### src/rtl/sreg_deserializer_pkg.sv
// ---------------------------------------------------------------------------
// sreg_deserializer_pkg
// Shared definitions for the serial shift-register path (rotator and
// deserializer): bit-order encodings, FSM state type and count-width helper.
// ---------------------------------------------------------------------------
package sreg_deserializer_pkg;

   // Bit order, sampled with start
   localparam logic DIR_LSB_FIRST = 1'b0;
   localparam logic DIR_MSB_FIRST = 1'b1;

   typedef enum logic {
      ST_IDLE  = 1'b0,
      ST_SHIFT = 1'b1
   } sreg_state_t;

   // Width of a counter that indexes 0 .. n-1 (never narrower than 1 bit)
   function automatic int cnt_width(input int n);
      return (n < 2) ? 1 : $clog2(n);
   endfunction

endpackage : sreg_deserializer_pkg

### src/rtl/sreg_hold_buf.sv
// ---------------------------------------------------------------------------
// sreg_hold_buf
// One-entry valid/ready holding register for serial receivers.
//   sys_clk, sys_rst_n : clock, asynchronous active-low reset
//   load_valid         : a completed word is presented this cycle
//   load_data [N]      : the completed word
//   out_ready          : consumer accepts Q this cycle
//   ovr_clr            : clears the sticky overrun flag
//   Q [N], q_valid     : held word and its valid flag
//   overrun            : sticky, a completed word was dropped
// A word loads when the buffer is empty or is being drained in the same
// cycle; otherwise it is dropped and overrun is raised.
// ---------------------------------------------------------------------------
module sreg_hold_buf #(
   parameter int N = 8
) (
   input  logic         sys_clk,
   input  logic         sys_rst_n,
   input  logic         load_valid,
   input  logic [N-1:0] load_data,
   input  logic         out_ready,
   input  logic         ovr_clr,
   output logic [N-1:0] Q,
   output logic         q_valid,
   output logic         overrun
);

   logic xfer;
   logic can_load;
   logic ovr_event;

   always_comb begin
      xfer      = q_valid & out_ready;
      can_load  = ~q_valid | out_ready;
      ovr_event = load_valid & ~can_load;
   end

   always_ff @(posedge sys_clk or negedge sys_rst_n) begin
      if (!sys_rst_n) begin
         Q       <= '0;
         q_valid <= 1'b0;
         overrun <= 1'b0;
      end else begin
         if (load_valid && can_load) begin
            Q       <= load_data;
            q_valid <= 1'b1;
         end else if (xfer) begin
            q_valid <= 1'b0;
         end

         // set has priority over clear
         if (ovr_event)
            overrun <= 1'b1;
         else if (ovr_clr)
            overrun <= 1'b0;
      end
   end

endmodule : sreg_hold_buf

### src/rtl/sreg_deserializer.sv
// ---------------------------------------------------------------------------
// sreg_deserializer
// Serial-in, parallel-out shift register with per-frame bit order.
//   sys_clk, sys_rst_n : clock, asynchronous active-low reset
//   start, dir         : frame start / resync; bit order (0 LSB-first)
//   din, din_valid     : serial bit and its qualifier (gaps allowed)
//   out_ready          : consumer accepts Q this cycle
//   ovr_clr            : clears overrun
//   Q [N], q_valid     : completed word handshake
//   busy               : frame in progress
//   overrun            : sticky, a completed word was dropped
// ---------------------------------------------------------------------------
module sreg_deserializer
   import sreg_deserializer_pkg::*;
#(
   parameter int N = 8
) (
   input  logic         sys_clk,
   input  logic         sys_rst_n,
   input  logic         start,
   input  logic         dir,
   input  logic         din,
   input  logic         din_valid,
   input  logic         out_ready,
   input  logic         ovr_clr,
   output logic [N-1:0] Q,
   output logic         q_valid,
   output logic         busy,
   output logic         overrun
);

   localparam int            CW       = cnt_width(N);
   localparam logic [CW-1:0] CNT_LAST = CW'(N - 1);

   sreg_state_t   state;
   logic [N-1:0]  sr;
   logic [N-1:0]  sr_next;
   logic [CW-1:0] cnt;
   logic          dir_r;
   logic          frame_done;

   // The word handed to the holding buffer is the shift result including
   // the final bit, so it loads on the same edge that accepts that bit.
   always_comb begin
      sr_next = (dir_r == DIR_MSB_FIRST) ? {sr[N-2:0], din} : {din, sr[N-1:1]};
      frame_done = (state == ST_SHIFT) && din_valid && !start && (cnt == CNT_LAST);
   end

   always_ff @(posedge sys_clk or negedge sys_rst_n) begin
      if (!sys_rst_n) begin
         state <= ST_IDLE;
         sr    <= '0;
         cnt   <= '0;
         dir_r <= DIR_LSB_FIRST;
      end else begin
         case (state)
            ST_IDLE: begin
               if (start) begin
                  state <= ST_SHIFT;
                  dir_r <= dir;
                  cnt   <= '0;
                  sr    <= '0;
               end
            end
            ST_SHIFT: begin
               if (start) begin
                  // resync: discard partial frame, relatch order
                  dir_r <= dir;
                  cnt   <= '0;
                  sr    <= '0;
               end else if (din_valid) begin
                  sr <= sr_next;
                  if (cnt == CNT_LAST) begin
                     cnt   <= '0;
                     state <= ST_IDLE;
                  end else begin
                     cnt <= cnt + CW'(1);
                  end
               end
            end
            default: state <= ST_IDLE;
         endcase
      end
   end

   assign busy = (state == ST_SHIFT);

   sreg_hold_buf #(
      .N(N)
   ) u_hold_buf (
      .sys_clk   (sys_clk),
      .sys_rst_n (sys_rst_n),
      .load_valid(frame_done),
      .load_data (sr_next),
      .out_ready (out_ready),
      .ovr_clr   (ovr_clr),
      .Q         (Q),
      .q_valid   (q_valid),
      .overrun   (overrun)
   );

endmodule : sreg_deserializer

### config.mk
export PLATFORM = sky130hd
export DESIGN_NAME = sreg_deserializer
export DESIGN_NICKNAME = d
export VERILOG_FILES = /design/src/rtl/sreg_deserializer_pkg.sv /design/src/rtl/sreg_hold_buf.sv /design/src/rtl/sreg_deserializer.sv
export SDC_FILE = /design/constraint.sdc
export NUM_CORES = 1
export LEC_CHECK = 0
export CORE_MARGIN = 2
export CORE_UTILIZATION = 30
export CTS_BUF_LIST = sky130_fd_sc_hd__clkbuf_16
export DETAILED_ROUTE_END_ITERATION = 10
export SLEW_MARGIN = 30
export SYNTH_ARGS = -nofsm -noshare
export SYNTH_HDL_FRONTEND = slang
export SYNTH_SLANG_ARGS = --single-unit
### constraint.sdc
create_clock -name sys_clk -period 1.6 [get_ports sys_clk]
set_clock_uncertainty 0.05 [all_clocks]
set_input_delay 0.4 -clock sys_clk [delete_from_list [all_inputs] [get_ports sys_clk]]
set_output_delay 0.4 -clock sys_clk [all_outputs]
set_load 0.03 [all_outputs]
==> summary.txt <==
Status -> completed
Ant diodes -> 0
Syn. warnings -> 0
TritonCTS Buffers -> 3
Int Pwr -> 0.985 mW
Number of global-route vias before repair -> 778
Psw -> 0.248 mW
Tmin final -> 1.54 ns
Routability cong. -> 0.763
Die Wd -> 62.3 µm
Synthesized flop and latch total -> 23
Max VDD drop -> 0.340 mV
Syn Area/Cell -> 12.9 µm²
Fin nets -> 121
Final setup violation count -> 0
DRC viols -> 0
Crit path buffers/inverters -> 1
Max Fclk -> 650 MHz
PwrDens -> 888 nW/µm²
Sink Count -> 23
Core area -> 3310 µm²
Tightest Pin Transition -> 0.303 ns
Proportion of layout cells with a drive suffix above 1 -> 28.2%
Place WS -> -0.158 ns
CTS root buffer -> clkbuf_16
Switching Share -> 20.1%
P_leak -> 0.721 nW
Final core occ -> 42.0%
Vias per std cell -> 4.39
Clock latency on the worst-skew pair -> 0.25 ns
Global route total overflow -> 0
Worst hold path class -> flip-flop to flip-flop
Initial Util -> 30.8%
Fin. Hold Viols -> 0
Post-Syn Instances -> 79
Clock tree from TritonCTS -> yes
CTS H-tree depth -> 1
Worst path slowest cell -> dlygate4sd2_1
Detailed Place HPWL -> 1460 µm
Worst-path clk slew -> 0.06 ns
Total Wirelength -> 1880 µm
RSZ-0062 raised after global routing -> false
Post-route setup slack -> 0.0604 ns
R2R setup slack -> 0.15 ns
Final Slew Violations -> 0
Family with the most delay on the worst path -> buffers and inverters
Num ports -> 19
Post-Syn Area -> 1020 µm²
Port bufs -> 18
Flop pwr share -> 48.9%
CP max FO -> 5
Total GRT Usage -> 11.2%
WP data required -> 1.15 ns
Syn nets -> 89
Crit path kind -> flip-flop to output pin
Tot Pwr -> 1.23 mW
Die area -> 3880 µm²
Initial antenna violation count -> 0
Clock Tree Buf Depth -> 2
Drt first pass iters -> 3
Synth cell types -> 19
Crit. End Element -> output pin
Pin count of the biggest net entering global routing -> 24
Final Non-Filler Cells -> 156
Slowest cell delay on critical path -> 0.42 ns
Core Rows -> 21
Post-CTS Setup Inserts -> 0
P&R area growth vs syn -> 36.4%
Critical path arrival -> 1.09 ns
Relative slew slack -> 79.9%
Period utilization -> 96.2%
Cell count after placement -> 152
Max-cap viol count -> 0
Startpoint types -> flip-flop
Post-route ant nets -> 0
Most common cell after layout, fill and taps aside -> dfrtp_1
Most frequent cells in the layout -> dfrtp_1, mux2i_1, dlygate4sd2_1, buf_4, nand2_1
Critical-path cell list -> dlygate4sd2_1
Register area share after synthesis -> 56.5%
Clock power frac -> 42.7%
Comb power frac -> 8.4%
DR iter-0 viols -> 12
Chip height -> 62.3 µm
First-pass GRT wire length -> 3380 µm
Wire per inst -> 12.1 µm
Vias -> 685
logic make-up after synthesis:
group           synth area share, %
compound gates                 9.71
fa+ha+maj                      2.46
buf+inv                        3.81
flops                          56.5
mux                            19.7
simple gates                   7.86
stage by stage:
stage	setup TNS (ns)	area, µm²	hold slack [ns]
final	0	1390	0.443
after global routing	0	1390	0.468
after CTS	0	1390	0.453
after detailed placement	-2.08	1320	0.440
after global placement	-1.45	1320	0.413
after floorplan	0	1020	0.0544
area by class of cell:
cell class,instances,area (µm²)
Timing Repair Buffer,29,249
Inverter,6,22.5
Clock inverter,1,5.00
Fill cell,340,1920
Clock buffer,3,75.1
Multi-Input combinational cell,48,404
Tap cell,46,57.6
Sequential cell,23,576
state kept, by name, indices dropped and copies added, names as in the netlist:
register,cells
busy,1
cnt,3
dir_r,1
sr,8
u_hold_buf.Q,8
u_hold_buf.overrun,1
u_hold_buf.q_valid,1
Yosys cell counts:
library cell	count	share of area (%)
a21o_2	1	0.86
a21oi_2	1	0.86
a22o_2	5	4.9
and3b_1	1	0.86
buf_2	1	0.49
buf_6	1	1.1
dfrtp_1	23	57
ha_1	2	2.5
inv_1	6	2.2
mux2_2	4	4.4
mux2_4	3	4.4
mux2i_1	11	11
nand2_1	9	3.3
nand2b_1	1	0.61
nand3_4	1	1.7
nor2_1	2	0.74
o21ai_0	5	2.5
o22ai_1	1	0.61
or2_2	1	0.61
power by group through the flow:
stage	combinational, mW	sequential (mW)	clock, mW
after floorplan	0.0495	0.611	0
after global placement	0.103	0.613	0
after detailed placement	0.105	0.614	0
after CTS	0.105	0.603	0.540
after global routing	0.115	0.604	0.564
final	0.104	0.603	0.526
routing by layer:
metal | vias to the layer above | share of wire [%] | GRT usage (%)
met4 | 0 | 3.5 | 6.67
met3 | 7 | 3.2 | 2.36
met5 | - | 0 | 0
met2 | 16 | 47 | 19.0
li1 | 333 | - | -
met1 | 329 | 46 | 12.9
final timing paths:
kind	from	to	cells past startpoint
max reg2reg	cnt[0]$_DFFE_PN0P_	u_hold_buf.Q[0]$_DFFE_PN0P_	4
min reg2reg	sr[7]$_DFFE_PN0P_	sr[7]$_DFFE_PN0P_	2
min in group asynchronous	sys_rst_n	u_hold_buf.Q[2]$_DFFE_PN0P_	2
max in group asynchronous	sys_rst_n	sr[5]$_DFFE_PN0P_	2
max	busy$_DFF_PN0_	busy	1
min	sr[7]$_DFFE_PN0P_	sr[7]$_DFFE_PN0P_	2
what timing repair did:
item / CTS / global route
setup endpoints to repair: 11 / 0
resized for setup: 11 / 0
hold buffers: 0 / 0
No activity file was read; power rests on OpenSTA's default activity.
